<file path="config.mk">
export PLATFORM = sky130hd
export DESIGN_NAME = shift_ctrl
export DESIGN_NICKNAME = d
export VERILOG_FILES = /design/src/rtl/shift_ctrl_pkg.sv /design/src/rtl/shift_reg_bidir.sv /design/src/rtl/shift_ctrl.sv
export SDC_FILE = /design/constraint.sdc
export NUM_CORES = 1
export LEC_CHECK = 0
export ABC_AREA = 1
export ABC_CLOCK_PERIOD_IN_PS = 1300
export BUFFER_PORTS_ARGS = -buffer_cell sky130_fd_sc_hd__clkbuf_2
export CAP_MARGIN = 20
export CORE_AREA = 2 2 46 48
export CTS_BUF_LIST = sky130_fd_sc_hd__clkbuf_16
export CTS_CLUSTER_SIZE = 16
export DETAILED_ROUTE_END_ITERATION = 8
export DIE_AREA = 0 0 48 50
export HOLD_SLACK_MARGIN = 0.12
export MAX_ROUTING_LAYER = met4
export PLACE_DENSITY_LB_ADDON = 0.25
export SYNTH_ARGS = -nofsm -noshare
export SYNTH_HDL_FRONTEND = slang
export SYNTH_SLANG_ARGS = --single-unit
</file>
<file path="constraint.sdc">
create_clock -name clk -period 1.3 [get_ports clk]
set_input_delay 0.26 -clock clk [delete_from_list [all_inputs] [get_ports clk]]
set_output_delay 0.26 -clock clk [all_outputs]
set_load 0.02 [all_outputs]
</file>
<file path="src/rtl/shift_ctrl_pkg.sv">
// Shared types and constants for the serial-to-word shift controller.
package shift_ctrl_pkg;

  typedef enum logic [1:0] {
    IDLE  = 2'd0,
    SHIFT = 2'd1,
    HOLD  = 2'd2
  } state_t;

  localparam logic DIR_LEFT  = 1'b0;
  localparam logic DIR_RIGHT = 1'b1;

  // Counter must be able to hold WIDTH (the parity slot when parity is enabled).
  function automatic int cnt_w(input int width);
    return $clog2(width + 1);
  endfunction

endpackage

</file>
<file path="src/rtl/shift_reg_bidir.sv">
// WIDTH-bit shift register with synchronous clear; shifts left (new bit at LSB)
// or right (new bit at MSB) when enabled.
module shift_reg_bidir
  import shift_ctrl_pkg::*;
#(
  parameter int WIDTH = 8
) (
  input  logic             clk,
  input  logic             rst,
  input  logic             clr,
  input  logic             en,
  input  logic             dir,
  input  logic             d,
  output logic [WIDTH-1:0] q
);

  always_ff @(posedge clk) begin
    if (rst || clr) begin
      q <= '0;
    end else if (en) begin
      if (dir == DIR_RIGHT) q <= {d, q[WIDTH-1:1]};
      else                  q <= {q[WIDTH-2:0], d};
    end
  end

endmodule

</file>
<file path="src/rtl/shift_ctrl.sv">
// Frame sequencer: gathers WIDTH serial bits into a word and offers it on valid/ready.
// Optional macro SHIFT_CTRL_PARITY_EN adds a trailing even-parity bit and parity_err output.
module shift_ctrl
  import shift_ctrl_pkg::*;
#(
  parameter int WIDTH = 8
) (
  input  logic             clk,
  input  logic             rst,
  input  logic             start,
  input  logic             dir,
  input  logic             bit_valid,
  input  logic             bit_in,
  output logic [WIDTH-1:0] word_out,
  output logic             word_valid,
  input  logic             word_ready,
  output logic             busy,
  output logic             overrun
`ifdef SHIFT_CTRL_PARITY_EN
  ,
  output logic             parity_err
`endif
);

  localparam int CNT_W = cnt_w(WIDTH);
  localparam logic [CNT_W-1:0] DATA_CNT = CNT_W'(WIDTH);
`ifdef SHIFT_CTRL_PARITY_EN
  localparam logic [CNT_W-1:0] LAST_CNT = CNT_W'(WIDTH);
`else
  localparam logic [CNT_W-1:0] LAST_CNT = CNT_W'(WIDTH - 1);
`endif

  state_t           state;
  logic [CNT_W-1:0] count;
  logic             dir_q;
  logic             sr_clr;
  logic             sr_en;

  // Data bits only; the parity slot (count == WIDTH) never enters the register.
  always_comb begin
    sr_clr = 1'b0;
    sr_en  = 1'b0;
    case (state)
      IDLE:    sr_clr = start;
      SHIFT:   sr_en  = bit_valid && (count < DATA_CNT);
      HOLD:    sr_clr = word_ready && start;
      default: sr_clr = 1'b0;
    endcase
  end

  shift_reg_bidir #(.WIDTH(WIDTH)) u_sreg (
    .clk (clk),
    .rst (rst),
    .clr (sr_clr),
    .en  (sr_en),
    .dir (dir_q),
    .d   (bit_in),
    .q   (word_out)
  );

  always_ff @(posedge clk) begin
    if (rst) begin
      state      <= IDLE;
      count      <= '0;
      dir_q      <= DIR_LEFT;
      word_valid <= 1'b0;
      busy       <= 1'b0;
      overrun    <= 1'b0;
`ifdef SHIFT_CTRL_PARITY_EN
      parity_err <= 1'b0;
`endif
    end else begin
      case (state)
        IDLE: begin
          if (start) begin
            state   <= SHIFT;
            dir_q   <= dir;
            count   <= '0;
            overrun <= 1'b0;
            busy    <= 1'b1;
          end
        end
        SHIFT: begin
          if (bit_valid) begin
            if (count == LAST_CNT) begin
              state      <= HOLD;
              word_valid <= 1'b1;
`ifdef SHIFT_CTRL_PARITY_EN
              parity_err <= (^word_out) ^ bit_in;
`endif
            end else begin
              count <= count + 1'b1;
            end
          end
        end
        HOLD: begin
          if (bit_valid) overrun <= 1'b1;
          if (word_ready) begin
            word_valid <= 1'b0;
            if (start) begin
              state   <= SHIFT;
              dir_q   <= dir;
              count   <= '0;
              overrun <= 1'b0;
            end else begin
              state <= IDLE;
              busy  <= 1'b0;
            end
          end
        end
        default: begin
          state <= IDLE;
          busy  <= 1'b0;
        end
      endcase
    end
  end

endmodule

</file>
==> results.sh, run 1 <==
export IMPL_gr_usage_met3_pct=3.30
export IMPL_io_pin_count=18
export IMPL_grt_first_pass_wirelength_mm=3.10
export IMPL_drt_antenna_violating_nets=0
export IMPL_finalHoldViolCount=0
export IMPL_vdd_drop_max_mv=0.858
export IMPL_grt_overflow_total=0
export IMPL_cp_required_ns=1.47
export IMPL_p_leak_nw=0.475
export IMPL_die_area_sq_um=2400
export IMPL_antenna_found_initial=0
export IMPL_dr_pass1_iters=4
export IMPL_finish_utilization_pct=59.3
export IMPL_syn_inst=126
export IMPL_yosysWarnings=0
export IMPL_seq_area_sq_um=368
export IMPL_wire_per_inst_microns=10.3
export IMPL_grt_max_degree=14
export IMPL_drc=0
export IMPL_status="completed"
export IMPL_drive_above_1_share_pct=30.1
export IMPL_power_density_nw_per_um2=1270
export IMPL_fillers=175
export IMPL_final_cells=173
export IMPL_drt_total_wl_mm=1.79
export IMPL_cts_setup_buffers=0
export IMPL_ys_ff_latch=18
export IMPL_crit_type="flip-flop to flip-flop"
export IMPL_placed_cells=169
export IMPL_hold_buffers=0
export IMPL_nNetsFinal=155
export IMPL_fin_tns_setup_ns=0
export IMPL_hold_class="input port to flip-flop"
export IMPL_relSlewSlack_pct=84.8
export IMPL_diodes=0
export IMPL_io_buffers=17
export IMPL_clk_path_buf_depth=2
export IMPL_viasPerCell=4.95
export IMPL_synth_cell_types=24
export IMPL_arrival_ns=1.35
export IMPL_htreeDepth=1
export IMPL_final_common_cell="nand2_1"
export IMPL_critPathCaptureType="flip-flop"
export IMPL_ys_seq_area_share_pct=38.8
export IMPL_fin_crit_ns=1.18
export IMPL_syn_area_per_cell_sq_um=7.37
export IMPL_cts_made_buffers=3
export IMPL_synthesis_nets=134
export IMPL_vias=857
export IMPL_busiest_layer="met2"
export IMPL_worst_pin_slew_ns=0.227
export IMPL_final_cell_mix="29 x nand2_1, 17 x clkbuf_2, 15 x inv_1"
export IMPL_max_freq_mhz=848
export IMPL_die_y_microns=50
export IMPL_fp_coreArea_sq_um=1900
export IMPL_slew_violations=0
export IMPL_tritoncts="built"
export IMPL_grt_util_all_layers_pct=18.4
export IMPL_fin_crit_sh_pct=90.7
export IMPL_core_rowCount=16
export IMPL_clock_sinks=18
export IMPL_grt_pass1_vias=768
export IMPL_die_w_microns=48
export IMPL_grtUsageMet1_pct=22.2
export IMPL_globalplace_congestion=0.850
export IMPL_setup_viol=0
export IMPL_finClkSkew_ns=0.00185
export IMPL_critPathLaunchType="flip-flop"
export IMPL_synth_area_sq_um=928
export IMPL_gr_usage_met2_pct=28.2
export IMPL_cts_resized_gates=0
export IMPL_cp_max_fo=9
export IMPL_rsz0062_at_grt="no"
export IMPL_start_util_pct=48.8
export IMPL_clk_pin_slew_ns=0.05
export IMPL_drt_iter0_drc=8
export IMPL_root_buffer="clkbuf_16"
export IMPL_drv_cap=0
export IMPL_multi_input_area_sq_um=482
export IMPL_clk_latency_ns=0.25
export IMPL_syn_to_final_growth_pct=21.6
export IMPL_dp_hpwl_mm=1.35
## state kept, by name, indices dropped and copies added (netlist names)
signal and flops:
word_valid 1, u_sreg.q 8, count 4, overrun 1, busy 1, dir_q 1, state 2
## final timing paths
check	startpoint	endpoint	slack, ns	cells after the start
worst min-delay path	rst	state[0]	0.22	2
worst max-delay path	state[1]	u_sreg.q[5]	0.12	4
worst min register to register	overrun	overrun	0.45	2
worst max register to register	state[1]	u_sreg.q[5]	0.12	4
## critical path: stages (launching register included)
cell	delay [ns]
dfxtp_1	0.37
inv_2	0.09
o21ai_2	0.21
nand2_2	0.19
a211oi_2	0.23
## layer usage
metal	up-vias	share of wire [%]
met5	-	0
met4	0	2.5
met3	6	3.6
met2	18	49
met1	386	44
li1	447	-
## cells by family (layout without fill, tap and decap cells)
group / count (synthesis) / count (layout) / share of synthesized area [%]
and+or+nand+nor: 59 / 59 / 31.5
DFF: 18 / 18 / 38.8
adders and majority gates: 1 / 1 / 1.35
buffers and inverters: 21 / 41 / 9.57
AOI/OAI and AO/OA: 27 / 27 / 18.7
## cell usage after synthesis, drive strengths merged
| cell | n | area (sq um) |
|---|---|---|
| nor3 | 1 | 16.3 |
| o31ai | 1 | 7.51 |
| nand3 | 9 | 67.6 |
| buf | 1 | 11.3 |
| a211oi | 4 | 50.1 |
| a21oi | 10 | 50.1 |
| ha | 1 | 12.5 |
| o211ai | 1 | 7.51 |
| nor2 | 15 | 63.8 |
| o21ai | 11 | 58.8 |
| inv | 19 | 73.8 |
| dfxtp | 18 | 360 |
| clkbuf | 1 | 3.75 |
| nand4 | 1 | 6.26 |
| or2 | 1 | 6.26 |
| nand2 | 32 | 133 |
## report_power, final
part           total (W)  switching [W]  internal (W)
registers       0.000618      0.0000346      0.000584
clock network   0.000614       0.000205      0.000409
logic           0.000206       0.000133     0.0000732
## cell type report
type / count / share of cell area (%)
multi-input combinational: 87 / 42.7
sequential: 18 / 32.6
timing repair buffer: 18 / 8.20
clock buffer: 3 / 6.65
inverter: 19 / 6.54
tap: 27 / 2.99
clock inverter: 1 / 0.333
## metrics by stage
stage / hold slack [ns] / area [sq um] / total power [W] / setup WS (ns)
2_1_floorplan: 0.329 / 928 / 0.000779 / 0.140
3_3_place_gp: 0.433 / 1040 / 0.000824 / 0.0512
3_5_place_dp: 0.440 / 1040 / 0.000831 / 0.0373
4_1_cts: 0.224 / 1120 / 0.00145 / 0.0133
5_1_grt: 0.233 / 1130 / 0.00152 / 0.00318
6_report: 0.222 / 1130 / 0.00144 / 0.121
No activity file was read; power rests on OpenSTA's default activity.
==> run 2: changes to the inputs <==
--- a/config.mk
+++ b/config.mk
@@ -6,7 +6,7 @@
 export NUM_CORES = 1
 export LEC_CHECK = 0
 export ABC_AREA = 1
-export ABC_CLOCK_PERIOD_IN_PS = 1300
+export ABC_CLOCK_PERIOD_IN_PS = 1150
 export BUFFER_PORTS_ARGS = -buffer_cell sky130_fd_sc_hd__clkbuf_2
 export CAP_MARGIN = 20
 export CORE_AREA = 2 2 46 48
==> constraint.sdc (replaced) <==
create_clock -name clk -period 1.15 [get_ports clk]
set_input_delay 0.23 -clock clk [delete_from_list [all_inputs] [get_ports clk]]
set_output_delay 0.23 -clock clk [all_outputs]
set_load 0.02 [all_outputs]
==> results.sh, run 2 (synthesis results as in run 1) <==
export IMPL_largest_registers="u_sreg.q x8, count x4, state x2"
export IMPL_pwr_share_seq_pct=41.8
export IMPL_antenna_found_initial=0
export IMPL_worstReg2RegEnd="count[0]"
export IMPL_placed_cells=177
export IMPL_r2r_start="count[0]"
export IMPL_arrival_ns=1.32
export IMPL_drt_iter0_drc=17
export IMPL_die_w_microns=48
export IMPL_io_buffers=17
export IMPL_fillers=165
export IMPL_grt_first_pass_wirelength_mm=3.22
export IMPL_slew_violations=0
export IMPL_hold_depth=2
export IMPL_drt_antenna_violating_nets=0
export IMPL_reg2reg_slack_ns=0.0006
export IMPL_dr_pass1_iters=4
export IMPL_vdd_drop_max_mv=0.900
export IMPL_final_cell_mix="27 x nand2_1, 17 x clkbuf_2, 15 x inv_1"
export IMPL_critPathCaptureType="flip-flop"
export IMPL_fp_coreArea_sq_um=1900
export IMPL_cp_required_ns=1.32
export IMPL_largest_register="u_sreg.q"
export IMPL_die_y_microns=50
export IMPL_clk_latency_ns=0.24
export IMPL_crit_cells=7
export IMPL_relSlewSlack_pct=83.0
export IMPL_drt_total_wl_mm=2.00
export IMPL_final_cells=184
export IMPL_clock_sinks=18
export IMPL_globalplace_congestion=0.844
export IMPL_status="completed"
export IMPL_multi_input_area_sq_um=533
export IMPL_grt_max_degree=14
export IMPL_drive_above_1_share_pct=38.2
export IMPL_syn_to_final_growth_pct=35.8
export IMPL_die_area_sq_um=2400
export IMPL_crit_chain="ha_4 > nand2_4 > nor3_4 > nor2_4 > nand2_1 > nand2_1 > nor2_1"
export IMPL_nNetsFinal=167
export IMPL_setup_viol=0
export IMPL_grt_util_all_layers_pct=19.0
export IMPL_wire_per_inst_microns=10.8
export IMPL_switching_share_pct=25.6
export IMPL_hold_class="input port to flip-flop"
export IMPL_root_buffer="clkbuf_16"
export IMPL_r2r_cells=7
export IMPL_worst_pin_slew_ns=0.254
export IMPL_fin_crit_sh_pct=99.9
export IMPL_seq_area_sq_um=368
export IMPL_drc=0
export IMPL_grt_pass1_vias=782
export IMPL_diodes=0
export IMPL_min_to="state[1]"
export IMPL_grt_overflow_total=0
export IMPL_io_pin_count=18
export IMPL_cp_max_fo=7
export IMPL_crit_slowest_cell="dfxtp_2"
export IMPL_max_freq_mhz=870
export IMPL_rsz0062_at_grt="yes"
export IMPL_hold_ws_ns=0.182
export IMPL_largest_reg_flops=8
export IMPL_crit_type="flip-flop to flip-flop"
export IMPL_finClkSkew_ns=0.00324
export IMPL_fin_crit_ns=1.15
export IMPL_hold_buffers=0
export IMPL_clk_pin_slew_ns=0.05
export IMPL_core_rowCount=16
export IMPL_p_leak_nw=0.551
export IMPL_p_switching_w=0.000424
export IMPL_clk_path_buf_depth=2
export IMPL_worst_path_buf_inv=0
export IMPL_crit_family="simple AND/OR/NAND/NOR gates"
export IMPL_worstHoldStart="rst"
export IMPL_clockPowerShare_pct=40.3
export IMPL_dp_hpwl_mm=1.44
export IMPL_vias=903
export IMPL_p_int_w=0.00123
export IMPL_viasPerCell=4.91
export IMPL_power_density_nw_per_um2=1310
export IMPL_cpPeakStageDelay_ns=0.35
export IMPL_cpMostUsedCell="nand2_1"
export IMPL_htreeDepth=1
export IMPL_critPathLaunchType="flip-flop"
export IMPL_final_common_cell="nand2_1"
export IMPL_power_frac_comb_pct=18.0
export IMPL_tritoncts="built"
export IMPL_cts_made_buffers=3
export IMPL_finalHoldViolCount=0
export IMPL_start_util_pct=48.8
export IMPL_drv_cap=0
## run 2: worst max path at each step
stage / startpoint / end / slack (ns)
2_1_floorplan: count[0] / count[3] / 0.04
3_3_place_gp: state[0] / count[0] / -0.01
3_5_place_dp: count[0] / word_valid / -0.06
4_1_cts: count[1] / count[0] / -0.03
5_1_grt: count[0] / count[3] / -0.07
6_report: count[0] / count[0] / 0.0006
## run 2: final cells by class
| type | count | area share, % |
|---|---|---|
| multi-input combinational | 88 | 42.3 |
| sequential | 18 | 29.2 |
| timing repair buffer | 29 | 13.9 |
| inverter | 19 | 6.05 |
| clock buffer | 3 | 5.95 |
| tap | 27 | 2.68 |
## run 2: routing by layer
metal	part of all wire, %	wire (microns)	track usage (%)
met1	42	848	21.7
met2	53	1050	31.8
met3	3.8	76	3.30
met4	1.1	22	6.76
met5	0	0	-
## run 2: through the flow
stage / utilization (%) / TNS (ns) / power [W] / setup WS, ns / cell area, sq um
final: 66.3 / 0 / 0.00166 / 0.000620 / 1260
after global routing: 66.3 / -0.444 / 0.00173 / -0.0738 / 1260
after CTS: 64.1 / -0.100 / 0.00166 / -0.0276 / 1220
after detailed placement: 57.8 / -0.310 / 0.000968 / -0.0558 / 1100
after global placement: 57.8 / -0.0250 / 0.000959 / -0.0129 / 1100
after floorplan: - / 0 / 0.000881 / 0.0419 / 928
## run 2: repair_timing
item / CTS / global route
setup buffers: 1 / 2
gates resized for setup: 10 / 6
pin swaps: 5 / 10
cloned: 0 / 1
setup endpoints to repair: 10 / 16
hold endpoints to repair: 0 / 0
## run 2: power by group through the flow
stage,Combinational [W],Clock (W),Sequential (W)
final,0.000297,0.000667,0.000692
after global routing,0.000331,0.000707,0.000695
after CTS,0.000284,0.000685,0.000692
after detailed placement,0.000270,0,0.000698
after global placement,0.000264,0,0.000695
after floorplan,0.000171,0,0.000710
==> run 3: changes to the inputs <==
--- a/config.mk
+++ b/config.mk
@@ -5,15 +5,16 @@
 export SDC_FILE = /design/constraint.sdc
 export NUM_CORES = 1
 export LEC_CHECK = 0
-export ABC_AREA = 1
-export ABC_CLOCK_PERIOD_IN_PS = 1150
+export ABC_CLOCK_PERIOD_IN_PS = 1400
 export BUFFER_PORTS_ARGS = -buffer_cell sky130_fd_sc_hd__clkbuf_2
 export CAP_MARGIN = 20
-export CORE_AREA = 2 2 46 48
+export CELL_PAD_IN_SITES_DETAIL_PLACEMENT = 1
+export CELL_PAD_IN_SITES_GLOBAL_PLACEMENT = 1
+export CORE_AREA = 2 2 49 51
 export CTS_BUF_LIST = sky130_fd_sc_hd__clkbuf_16
 export CTS_CLUSTER_SIZE = 16
 export DETAILED_ROUTE_END_ITERATION = 8
-export DIE_AREA = 0 0 48 50
+export DIE_AREA = 0 0 51 53
 export HOLD_SLACK_MARGIN = 0.12
 export MAX_ROUTING_LAYER = met4
 export PLACE_DENSITY_LB_ADDON = 0.25
==> constraint.sdc (replaced) <==
create_clock -name clk -period 1.4 [get_ports clk]
set_input_delay 0.28 -clock clk [delete_from_list [all_inputs] [get_ports clk]]
set_output_delay 0.28 -clock clk [all_outputs]
set_load 0.02 [all_outputs]
==> results.sh, run 3 <==
export IMPL_largest_register="u_sreg.q"
export IMPL_grt_overflow_total=0
export IMPL_crit_family="simple AND/OR/NAND/NOR gates"
export IMPL_r2r_cells=4
export IMPL_largest_reg_flops=8
export IMPL_synthesis_nets=105
export IMPL_min_to="dir_q"
export IMPL_worst_pin_slew_ns=0.502
export IMPL_relSlewSlack_pct=66.5
export IMPL_syn_area_per_cell_sq_um=9.06
export IMPL_synth_commonest_cells="18 x dfxtp_1, 13 x nor2_1, 9 x a21oi_1, 9 x mux2i_1, 8 x a211oi_1"
export IMPL_final_cells=165
export IMPL_violations="setup timing"
export IMPL_cpPeakStageDelay_ns=0.50
export IMPL_critPathLaunchType="flip-flop"
export IMPL_p_leak_nw=0.550
export IMPL_hold_class="input port to flip-flop"
export IMPL_finish_utilization_pct=63.2
export IMPL_dr_pass1_iters=4
export IMPL_power_frac_comb_pct=21.3
export IMPL_clockPowerShare_pct=40.0
export IMPL_drt_iter0_drc=16
export IMPL_root_buffer="clkbuf_16"
export IMPL_switching_share_pct=27.4
export IMPL_worstReg2RegEnd="count[0]"
export IMPL_synth_top_area_share_pct=41.0
export IMPL_core_rowCount=17
export IMPL_fin_crit_ns=1.51
export IMPL_worst_path_buf_inv=0
export IMPL_cp_max_fo=3
export IMPL_vdd_drop_max_mv=1.03
export IMPL_antenna_found_initial=0
export IMPL_clk_pin_slew_ns=0.05
export IMPL_drive_above_1_share_pct=48.9
export IMPL_synth_async_reset_ratio_pct=0
export IMPL_cp_required_ns=1.59
export IMPL_drt_total_wl_mm=3.25
export IMPL_globalplace_congestion=0.787
export IMPL_rsz0062_at_grt="yes"
export IMPL_p_switching_w=0.000401
export IMPL_max_freq_mhz=663
export IMPL_finalHoldViolCount=0
export IMPL_yosysMostFrequentCell="dfxtp_1"
export IMPL_power_density_nw_per_um2=1080
export IMPL_hold_depth=3
export IMPL_final_common_cell="buf_4"
export IMPL_dp_hpwl_mm=1.83
export IMPL_worstHoldStart="dir"
export IMPL_nNetsFinal=146
export IMPL_htreeDepth=1
export IMPL_finClkSkew_ns=0.00222
export IMPL_io_buffers=17
export IMPL_r2r_start="state[1]"
export IMPL_crit_chain="or3b_4 > a21bo_4 > or4_4 > a21oi_2"
export IMPL_wire_per_inst_microns=19.7
export IMPL_fp_coreArea_sq_um=2150
export IMPL_syn_to_final_growth_pct=54.6
export IMPL_die_y_microns=53
export IMPL_ys_seq_area_share_pct=41.0
export IMPL_critPathCaptureType="flip-flop"
export IMPL_grt_util_all_layers_pct=23.7
export IMPL_largest_registers="u_sreg.q x8, count x4, state x2"
export IMPL_clk_path_buf_depth=2
export IMPL_ys_ff_latch=18
export IMPL_yosysWarnings=0
export IMPL_grt_pass1_vias=913
export IMPL_fin_ws_ns=-0.108
export IMPL_cts_made_buffers=3
export IMPL_grt_max_degree=17
export IMPL_final_cell_mix="18 x buf_4, 17 x clkbuf_2, 15 x dfxtp_1"
export IMPL_start_util_pct=40.9
export IMPL_fin_crit_sh_pct=108
export IMPL_synth_ff_type="dfxtp_1"
export IMPL_yosys_area_top_type="dfxtp_1"
export IMPL_io_pin_count=18
export IMPL_clk_latency_ns=0.25
export IMPL_tritoncts="built"
export IMPL_syn_inst=97
export IMPL_drt_antenna_violating_nets=0
export IMPL_status="finished, violations left"
export IMPL_die_area_sq_um=2700
export IMPL_crit_slowest_cell="or4_4"
export IMPL_grt_first_pass_wirelength_mm=4.47
export IMPL_synth_edf_count=0
export IMPL_synth_area_sq_um=878
export IMPL_synth_cell_types=33
export IMPL_pwr_share_seq_pct=38.7
export IMPL_p_int_w=0.00106
export IMPL_arrival_ns=1.69
export IMPL_drv_cap=0
export IMPL_reg2reg_slack_ns=-0.11
export IMPL_die_w_microns=51
export IMPL_setup_viol=5
export IMPL_placed_cells=155
export IMPL_viasPerCell=5.84
export IMPL_slew_violations=0
export IMPL_drc=0
export IMPL_vias=963
export IMPL_synth_area_leaders="dfxtp_1 41%, mux2i_1 10%, a211oi_1 6.8%"
export IMPL_clock_sinks=18
export IMPL_crit_type="flip-flop to flip-flop"
export IMPL_diodes=0
## run 3: cell types whose count changed after synthesis, moves of 3 or more
cell,change
a211oi_1,+8
nand2b_1,+3
nor2b_1,+3
inv_1,-15
o21ai_0,-6
a211oi_2,-4
nand2_1,-28
nand3_1,-5
mux2i_1,+9
## run 3: area by class of cell
class / instances / area [sq um]
multi-input cells: 73 / 588
well taps: 28 / 35.0
inverters: 1 / 3.75
clock buffers: 3 / 75.1
fillers: 239 / 791
flip-flops and latches: 18 / 364
clock inverters: 1 / 3.75
repair buffers: 41 / 288
## run 3: metrics by stage
stage                     cell area [sq um]  hold WS, ns  TNS, ns  power [W]  worst slack (ns)
after floorplan                         903        0.391  -0.0359   0.000715           -0.0359
after global placement                 1130        0.452  -0.0200   0.000803           -0.0200
after detailed placement               1130        0.472   -0.133   0.000816           -0.0815
after CTS                              1240        0.274  -0.0671    0.00141           -0.0671
after global routing                   1360        0.335   -0.827    0.00152            -0.169
final                                  1360        0.273   -0.244    0.00146            -0.108
## run 3: kinds of logic (layout without fill, tap and decap cells)
kind of cell / Yosys count / in the layout / share of synthesized area (%)
fa+ha+maj: 1 / 1 / 1.42
simple gates: 35 / 35 / 22.9
flops: 18 / 18 / 41.0
buf+inv: 6 / 46 / 3.56
mux: 9 / 9 / 10.3
compound gates: 28 / 28 / 20.8
## run 3: worst max-delay path by stage
stage	from	to	slack (ns)	cells after the start
floorplan	count[1]	count[0]	-0.04	5
global placement	state[1]	count[0]	-0.02	4
detailed placement	count[1]	count[0]	-0.08	5
CTS	state[1]	count[0]	-0.07	4
global route	state[1]	u_sreg.q[7]	-0.17	6
finish	state[1]	count[0]	-0.11	4
## run 3: timing repair
action,CTS,global route
setup buffers,1,5
hold buffers,0,0
cloned,0,0
gates resized for setup,7,19
setup endpoints to repair,7,13
pin swaps,4,5
## run 3: per-layer routing
metal	part of all wire [%]	vias to the layer above	GRT usage, %
li1	-	435	-
met1	40	485	25.6
met3	4.5	8	4.80
met4	2.2	0	11.3
met2	53	35	41.8
met5	0	-	-
## run 3: power groups by stage
stage                     Combinational (W)  Clock (W)  Sequential [W]
after global routing               0.000336   0.000613        0.000569
final                              0.000312   0.000586        0.000566
after global placement             0.000230          0        0.000574
after CTS                          0.000263   0.000583        0.000564
after detailed placement           0.000241          0        0.000575
after floorplan                    0.000133          0        0.000583
## run 3: worst register-to-register path, cell delays in order, from the launching register on
cell,delay [ns]
dfxtp_2,0.33
or3b_4,0.25
a21bo_4,0.24
or4_4,0.50
a21oi_2,0.12
